File: src/rtl/seq_pkg.sv
// Shared definitions for the UART command sequencer: FSM encoding,
// framing bytes, command codes and error codes.
package seq_pkg;

  typedef enum logic [3:0] {
    ST_IDLE      = 4'd0,
    ST_CMD       = 4'd1,
    ST_LEN_HI    = 4'd2,
    ST_LEN_LO    = 4'd3,
    ST_DATA      = 4'd4,
    ST_WRITE     = 4'd5,
    ST_RUN       = 4'd6,
    ST_WAIT_DONE = 4'd7
  } seq_state_e;

  localparam logic [7:0] HDR_BYTE   = 8'hA5;
  localparam logic [7:0] CMD_LOAD   = 8'h01;
  localparam logic [7:0] CMD_RUN    = 8'h02;
  localparam logic [7:0] CMD_CLRPTR = 8'h03;

  localparam logic [3:0] ERR_NONE    = 4'd0;
  localparam logic [3:0] ERR_BAD_CMD = 4'd1;
  localparam logic [3:0] ERR_GAP     = 4'd2;
  localparam logic [3:0] ERR_RUN     = 4'd3;

  // States in which the inter-byte gap timer is running
  function automatic logic in_frame(input seq_state_e s);
    return (s inside {ST_CMD, ST_LEN_HI, ST_LEN_LO, ST_DATA, ST_WRITE});
  endfunction

endpackage

File: src/rtl/seq_timeout_counter.sv
// Saturating timeout counter: counts enabled cycles since the last clear and
// flags expiry once the count has reached the limit.
module seq_timeout_counter #(
  parameter int W = 32
) (
  input  logic         clock,
  input  logic         reset,
  input  logic         i_clear,
  input  logic         i_enable,
  input  logic [W-1:0] i_limit,
  output logic         o_expired
);

  localparam logic [W-1:0] ONE = {{(W-1){1'b0}}, 1'b1};

  logic [W-1:0] r_count;

  // Count register; holds at the limit so it never wraps back to zero
  always_ff @(posedge clock) begin
    if (reset) begin
      r_count <= '0;
    end else if (i_clear) begin
      r_count <= '0;
    end else if (i_enable && (r_count != i_limit)) begin
      r_count <= r_count + ONE;
    end else begin
      r_count <= r_count;
    end
  end

  assign o_expired = (r_count == i_limit);

endmodule

File: src/rtl/uart_cmd_sequencer.sv
// Parses A5-framed UART commands: LOAD streams words into memory, RUN pulses
// the accelerator and waits for done, CLRPTR rewinds the write pointer.
module uart_cmd_sequencer
  import seq_pkg::*;
#(
  parameter int ADDR_W      = 12,
  parameter int GAP_TIMEOUT = 1_000_000,
  parameter int RUN_TIMEOUT = 50_000_000
) (
  input  logic              clock,
  input  logic              reset,
  input  logic              io_rxValid,
  input  logic [7:0]        io_rxData,
  input  logic              io_start,
  output logic              io_memWrEn,
  output logic [ADDR_W-1:0] io_memWrAddr,
  output logic [31:0]       io_memWrData,
  output logic              io_accelStart,
  input  logic              io_accelDone,
  output logic              io_busy,
  output logic              io_done,
  output logic              io_error,
  output logic [7:0]        io_status
);

  localparam int GAP_W = $clog2(GAP_TIMEOUT + 1) + 1;
  localparam int RUN_W = $clog2(RUN_TIMEOUT + 1) + 1;
  localparam logic [GAP_W-1:0]  GAP_LIMIT = GAP_W'(GAP_TIMEOUT);
  localparam logic [RUN_W-1:0]  RUN_LIMIT = RUN_W'(RUN_TIMEOUT);
  localparam logic [ADDR_W-1:0] PTR_ONE   = ADDR_W'(1);

  seq_state_e        r_state, w_state_nxt;
  logic [ADDR_W-1:0] r_ptr, w_ptr_nxt;
  logic [1:0]        r_idx, w_idx_nxt;
  logic [15:0]       r_len, w_len_nxt;
  logic [23:0]       r_word, w_word_nxt;
  logic [ADDR_W-1:0] r_wr_addr, w_wr_addr_nxt;
  logic [31:0]       r_wr_data, w_wr_data_nxt;
  logic              r_done, w_done_nxt;
  logic              r_error, w_error_nxt;
  logic [3:0]        r_err_code, w_err_code_nxt;
  logic              r_start_prev, r_wr_en, r_accel_start, r_busy;
  logic              w_start_edge, w_gap_exp, w_run_exp;

  assign w_start_edge = io_start & ~r_start_prev;

  seq_timeout_counter #(.W(GAP_W)) u_gap_timer (
    .clock     (clock),
    .reset     (reset),
    .i_clear   (io_rxValid | ~in_frame(r_state)),
    .i_enable  (1'b1),
    .i_limit   (GAP_LIMIT),
    .o_expired (w_gap_exp)
  );

  seq_timeout_counter #(.W(RUN_W)) u_run_timer (
    .clock     (clock),
    .reset     (reset),
    .i_clear   (r_state != ST_WAIT_DONE),
    .i_enable  (1'b1),
    .i_limit   (RUN_LIMIT),
    .o_expired (w_run_exp)
  );

  // Next-state and datapath decisions; an arriving byte always beats a gap timeout
  always_comb begin
    w_state_nxt    = r_state;
    w_ptr_nxt      = r_ptr;
    w_idx_nxt      = r_idx;
    w_len_nxt      = r_len;
    w_word_nxt     = r_word;
    w_wr_addr_nxt  = r_wr_addr;
    w_wr_data_nxt  = r_wr_data;
    w_done_nxt     = r_done;
    w_error_nxt    = r_error;
    w_err_code_nxt = r_err_code;
    case (r_state)
      ST_IDLE: begin
        if (io_rxValid && (io_rxData == HDR_BYTE)) begin
          w_state_nxt    = ST_CMD;
          w_error_nxt    = 1'b0;
          w_err_code_nxt = ERR_NONE;
        end else if (w_start_edge) begin
          w_state_nxt = ST_RUN;
        end else begin
          w_state_nxt = ST_IDLE;
        end
      end
      ST_CMD: begin
        if (io_rxValid) begin
          case (io_rxData)
            CMD_LOAD: begin
              w_state_nxt = ST_LEN_HI;
              w_done_nxt  = 1'b0;
            end
            CMD_RUN:    w_state_nxt = ST_RUN;
            CMD_CLRPTR: begin
              w_ptr_nxt   = '0;
              w_state_nxt = ST_IDLE;
            end
            default: begin
              w_error_nxt    = 1'b1;
              w_err_code_nxt = ERR_BAD_CMD;
              w_state_nxt    = ST_IDLE;
            end
          endcase
        end else if (w_gap_exp) begin
          w_error_nxt    = 1'b1;
          w_err_code_nxt = ERR_GAP;
          w_state_nxt    = ST_IDLE;
        end else begin
          w_state_nxt = ST_CMD;
        end
      end
      ST_LEN_HI: begin
        if (io_rxValid) begin
          w_len_nxt   = {io_rxData, 8'h00};
          w_state_nxt = ST_LEN_LO;
        end else if (w_gap_exp) begin
          w_error_nxt    = 1'b1;
          w_err_code_nxt = ERR_GAP;
          w_state_nxt    = ST_IDLE;
        end else begin
          w_state_nxt = ST_LEN_HI;
        end
      end
      ST_LEN_LO: begin
        if (io_rxValid) begin
          w_len_nxt   = {r_len[15:8], io_rxData};
          w_idx_nxt   = 2'd0;
          w_state_nxt = ({r_len[15:8], io_rxData} == 16'd0) ? ST_IDLE : ST_DATA;
        end else if (w_gap_exp) begin
          w_error_nxt    = 1'b1;
          w_err_code_nxt = ERR_GAP;
          w_state_nxt    = ST_IDLE;
        end else begin
          w_state_nxt = ST_LEN_LO;
        end
      end
      ST_DATA: begin
        if (io_rxValid) begin
          if (r_idx == 2'd3) begin
            w_wr_data_nxt = {io_rxData, r_word};
            w_wr_addr_nxt = r_ptr;
            w_idx_nxt     = 2'd0;
            w_state_nxt   = ST_WRITE;
          end else begin
            // Bytes shift in from the top so the first one ends up in [7:0]
            w_word_nxt = {io_rxData, r_word[23:8]};
            w_idx_nxt  = r_idx + 2'd1;
          end
        end else if (w_gap_exp) begin
          w_error_nxt    = 1'b1;
          w_err_code_nxt = ERR_GAP;
          w_state_nxt    = ST_IDLE;
        end else begin
          w_state_nxt = ST_DATA;
        end
      end
      ST_WRITE: begin
        w_ptr_nxt   = r_ptr + PTR_ONE;
        w_len_nxt   = r_len - 16'd1;
        w_state_nxt = (r_len == 16'd1) ? ST_IDLE : ST_DATA;
      end
      ST_RUN: begin
        w_done_nxt  = 1'b0;
        w_state_nxt = ST_WAIT_DONE;
      end
      ST_WAIT_DONE: begin
        if (io_accelDone) begin
          w_done_nxt  = 1'b1;
          w_state_nxt = ST_IDLE;
        end else if (w_run_exp) begin
          w_error_nxt    = 1'b1;
          w_err_code_nxt = ERR_RUN;
          w_state_nxt    = ST_IDLE;
        end else begin
          w_state_nxt = ST_WAIT_DONE;
        end
      end
      default: w_state_nxt = ST_IDLE;
    endcase
  end

  // State and output registers; strobes are decoded from the next state
  always_ff @(posedge clock) begin
    if (reset) begin
      r_state       <= ST_IDLE;
      r_ptr         <= '0;
      r_idx         <= 2'd0;
      r_len         <= 16'd0;
      r_word        <= 24'd0;
      r_wr_addr     <= '0;
      r_wr_data     <= 32'd0;
      r_done        <= 1'b0;
      r_error       <= 1'b0;
      r_err_code    <= ERR_NONE;
      r_start_prev  <= 1'b0;
      r_wr_en       <= 1'b0;
      r_accel_start <= 1'b0;
      r_busy        <= 1'b0;
    end else begin
      r_state       <= w_state_nxt;
      r_ptr         <= w_ptr_nxt;
      r_idx         <= w_idx_nxt;
      r_len         <= w_len_nxt;
      r_word        <= w_word_nxt;
      r_wr_addr     <= w_wr_addr_nxt;
      r_wr_data     <= w_wr_data_nxt;
      r_done        <= w_done_nxt;
      r_error       <= w_error_nxt;
      r_err_code    <= w_err_code_nxt;
      r_start_prev  <= io_start;
      r_wr_en       <= (w_state_nxt == ST_WRITE);
      r_accel_start <= (w_state_nxt == ST_RUN);
      r_busy        <= (w_state_nxt != ST_IDLE);
    end
  end

  assign io_memWrEn    = r_wr_en;
  assign io_memWrAddr  = r_wr_addr;
  assign io_memWrData  = r_wr_data;
  assign io_accelStart = r_accel_start;
  assign io_busy       = r_busy;
  assign io_done       = r_done;
  assign io_error      = r_error;
  assign io_status     = {r_state, r_err_code};

endmodule

File: config.mk
export PLATFORM = sky130hd
export DESIGN_NAME = uart_cmd_sequencer
export DESIGN_NICKNAME = d
export VERILOG_FILES = /design/src/rtl/seq_pkg.sv /design/src/rtl/seq_timeout_counter.sv /design/src/rtl/uart_cmd_sequencer.sv
export SDC_FILE = /design/constraint.sdc
export NUM_CORES = 1
export LEC_CHECK = 0
export CORE_UTILIZATION = 50
export CTS_BUF_LIST = sky130_fd_sc_hd__clkbuf_2 sky130_fd_sc_hd__clkbuf_4 sky130_fd_sc_hd__clkbuf_8
export DETAILED_ROUTE_END_ITERATION = 8
export MAX_ROUTING_LAYER = met4
export PLACE_DENSITY = 0.71
export SLEW_MARGIN = 5
export SYNTH_ARGS = -nofsm -noshare
export SYNTH_HDL_FRONTEND = slang
export SYNTH_SLANG_ARGS = --single-unit
File: constraint.sdc
create_clock -name clock -period 3.04 [get_ports clock]
set_input_delay 0.456 -clock clock [delete_from_list [all_inputs] [get_ports clock]]
set_output_delay 0.456 -clock clock [all_outputs]
set_load 0.005 [all_outputs]
==> reports/metrics.csv <==
metric,value,unit
layout_overhead_on_the_synthesized_area,18.3,%
yosysSeqAreaShare,0.448,
worstPathRequired,3.41,ns
core_area,13900,µm²
synth_area,7160,µm²
die_height,122,µm
maxCapViolations,0,
cts-hold-fix-buffers,0,
worst_path_largest_cell_delay,0.63,ns
nets_finish,963,
numClockSinks,160,
cts.repair_timing.setup_buffer_count,0,
floorplan.die_area,14800,µm²
gr-usage-met1,0.317,
first_pass_iters,5,
finalCriticalPeriod,2.30,ns
cp.buffers_inverters,1,
worst_path_max_delay_cell,dfxtp_1,
ir_drop_worst_vdd,0.336,mV
clock_tree.htree_level_count,4,
post_synthesis_average_cell_area,8.05,µm²
synth-seq-cells,160,
hold_path_class,primary input to flip-flop,
worst_slew_margin_rel,0.432,
outcome,"finished, final reports clean",
synth.distinct_cells,64,
maximum_number_of_pins_on_one_net_before_global_route_repair,57,
cts_resized,0,
antennaDiodeCount,0,
path_delay_family,simple AND/OR/NAND/NOR gates,
cts_clk_pin_slew_worst_paths,0.09,ns
use_met3,0.0510,
drt-initial-drc-count,676,
antenna_violations_before_repair,0,
vias,6433,
synthCells,889,
detail_route.vias_per_cell,5.67,
synth-async-reset-ratio,0,
postRouteAntennaNets,0,
drive_gt1_frac,0.0712,
timing.setup.tns,0,ns
synth_edf_count,0,
final_common_cell,nand2_1,
mappedNetlistNets,910,
floorplan.rows,43,
numPortBuffers,69,
gp_congestion,0.863,
yosysWarningCount,0,
total_global_routing_track_utilization,0.244,
globalRouteOverflowTotal,0,
die_w,122,µm
gr-max-usage-layer,met2,
num-fill-cells,1282,
clock_tree.buffer_depth,2,
cts_tree,yes,
cp.arrival,2.67,ns
power,4.03,mW
drc_markers,0,
routed_wirelength,16600,µm
power.leakage,2.68,nW
criticalPathCategory,flip-flop to flip-flop,
setup.worst_path.start_class,flip-flop,
final-hold-violation-count,0,
grt_setup_unrepaired,no,
final_min_period_over_clock_period,0.755,
via_count_of_the_first_global_routing_pass,5770,
synthFlopType,dfxtp_1,
tightestPinTransition,0.849,ns
top_level_ports,70,
hpwlAfterDp,11300,µm
critPathCaptureType,flip-flop,
crit_path_max_fanout,19,
detail_route.wl_per_cell,14.6,µm
clock_skew,0.00805,ns
cts_root_buf,clkbuf_8,
final_cell_mix,"178 x nand2_1, 160 x dfxtp_1, 110 x a21oi_1",
drv_slew,0,
floorplan.initialDensity,0.514,
crit_path_cell_trace,nor4bb_2 > buf_4 > nand3_1 > o41ai_1 > a21oi_1 > nor3_1,
cts_made_buffers,17,
power.density,476,nW/µm²
worst_skew_pair.late_latency,0.45,ns
groute.layer.met2.usage,0.378,
grt_pass1_wl,27900,µm
final-setup-viol-count,0,
fmax,435,MHz
## per-stage QoR
stage	area (µm²)	setup WS [ns]	utilization	instances	hold WS [ns]
2_1_floorplan	7160	0.888	-	889	0.432
3_3_place_gp	8000	0.500	0.574	1103	0.444
3_5_place_dp	8000	0.462	0.574	1103	0.446
4_1_cts	8470	0.777	0.608	1135	0.435
5_1_grt	8470	0.549	0.608	1135	0.459
6_report	8470	0.743	0.608	1135	0.453
## logic make-up after synthesis
family | after synthesis | synth area share
and+or+nand+nor | 414 | 0.290
AOI/OAI and AO/OA | 194 | 0.159
DFF | 160 | 0.448
buffers and inverters | 73 | 0.0411
xor gates and xnor gates | 38 | 0.0465
adders and majority gates | 8 | 0.0140
other | 1 | 0.000524
muxes | 1 | 0.00140
## power breakdown
| part | internal [mW] | leakage, nW | switching [mW] | total (mW) |
|---|---|---|---|---|
| Sequential | 2.10 | 1.29 | 0.00851 | 2.11 |
| Combinational | 0.0507 | 1.17 | 0.0890 | 0.140 |
| Clock | 0.990 | 0.227 | 0.794 | 1.78 |
| Total | 3.14 | 2.68 | 0.892 | 4.03 |
## worst paths after layout
| kind | start | endpoint | slack (ns) | cells past startpoint |
|---|---|---|---|---|
| max reg2reg | r_state[2]$_SDFF_PP0_ | r_len[12]$_SDFFE_PP0P_ | 0.74 | 6 |
| min | reset | r_start_prev$_SDFF_PP0_ | 0.45 | 2 |
| max | r_state[2]$_SDFF_PP0_ | r_len[12]$_SDFFE_PP0P_ | 0.74 | 6 |
| min reg2reg | io_memWrData[24]$_SDFFE_PP0P_ | io_memWrData[24]$_SDFFE_PP0P_ | 0.45 | 2 |
## flip-flops by register name, indices dropped and copies added, names as in the netlist
register and cells:
io_accelStart 1, io_busy 1, io_done 1, io_error 1, io_memWrAddr 12, io_memWrData 32, io_memWrEn 1, r_err_code 4
r_idx 2, r_len 16, r_ptr 12, r_start_prev 1, r_state 4, r_word 24, u_gap_timer.r_count 21, u_run_timer.r_count 27
## per-layer routing
metal  vias up  routed length, µm
met4         0                189
met2       125               7910
met3        18                749
li1       3235                  -
met5         -                  0
met1      3055               7780
## synth_stat cells (all sizes together), types with 7 or more instances
| library cell | instances | area share |
|---|---|---|
| clkbuf | 36 | 0.019 |
| nand2 | 179 | 0.094 |
| inv | 19 | 0.010 |
| and4 | 8 | 0.0098 |
| or3 | 18 | 0.016 |
| dfxtp | 160 | 0.45 |
| buf | 18 | 0.012 |
| xnor2 | 18 | 0.022 |
| nand3 | 32 | 0.022 |
| o31ai | 11 | 0.012 |
| nor2 | 62 | 0.033 |
| ha | 8 | 0.014 |
| a31oi | 8 | 0.0070 |
| xor2 | 20 | 0.024 |
| nor3 | 21 | 0.015 |
| or4 | 10 | 0.010 |
| o21ai | 23 | 0.016 |
| nand4 | 22 | 0.019 |
| a21oi | 110 | 0.077 |
| a211oi | 10 | 0.010 |
| nand2b | 7 | 0.0061 |
| nor4 | 18 | 0.020 |
## layout make-up
type	instances	area (µm²)	share of cell area
multi-input combinational	656	3670	0.434
inverter	19	71.3	0.00842
clock buffer	21	289	0.0341
timing repair buffer	88	831	0.0981
sequential	160	3200	0.378
tap	180	225	0.0266
clock inverter	11	176	0.0208
## worst register-to-register path, delay by kind of cell (launching register included)
| family | cells | cell delay (ns) |
|---|---|---|
| AND/OR/NAND/NOR | 3 | 0.80 |
| flip-flops | 1 | 0.63 |
| AO/OA/AOI/OAI | 2 | 0.50 |
| buffers and inverters | 1 | 0.29 |
No activity file was read; power rests on OpenSTA's default activity.
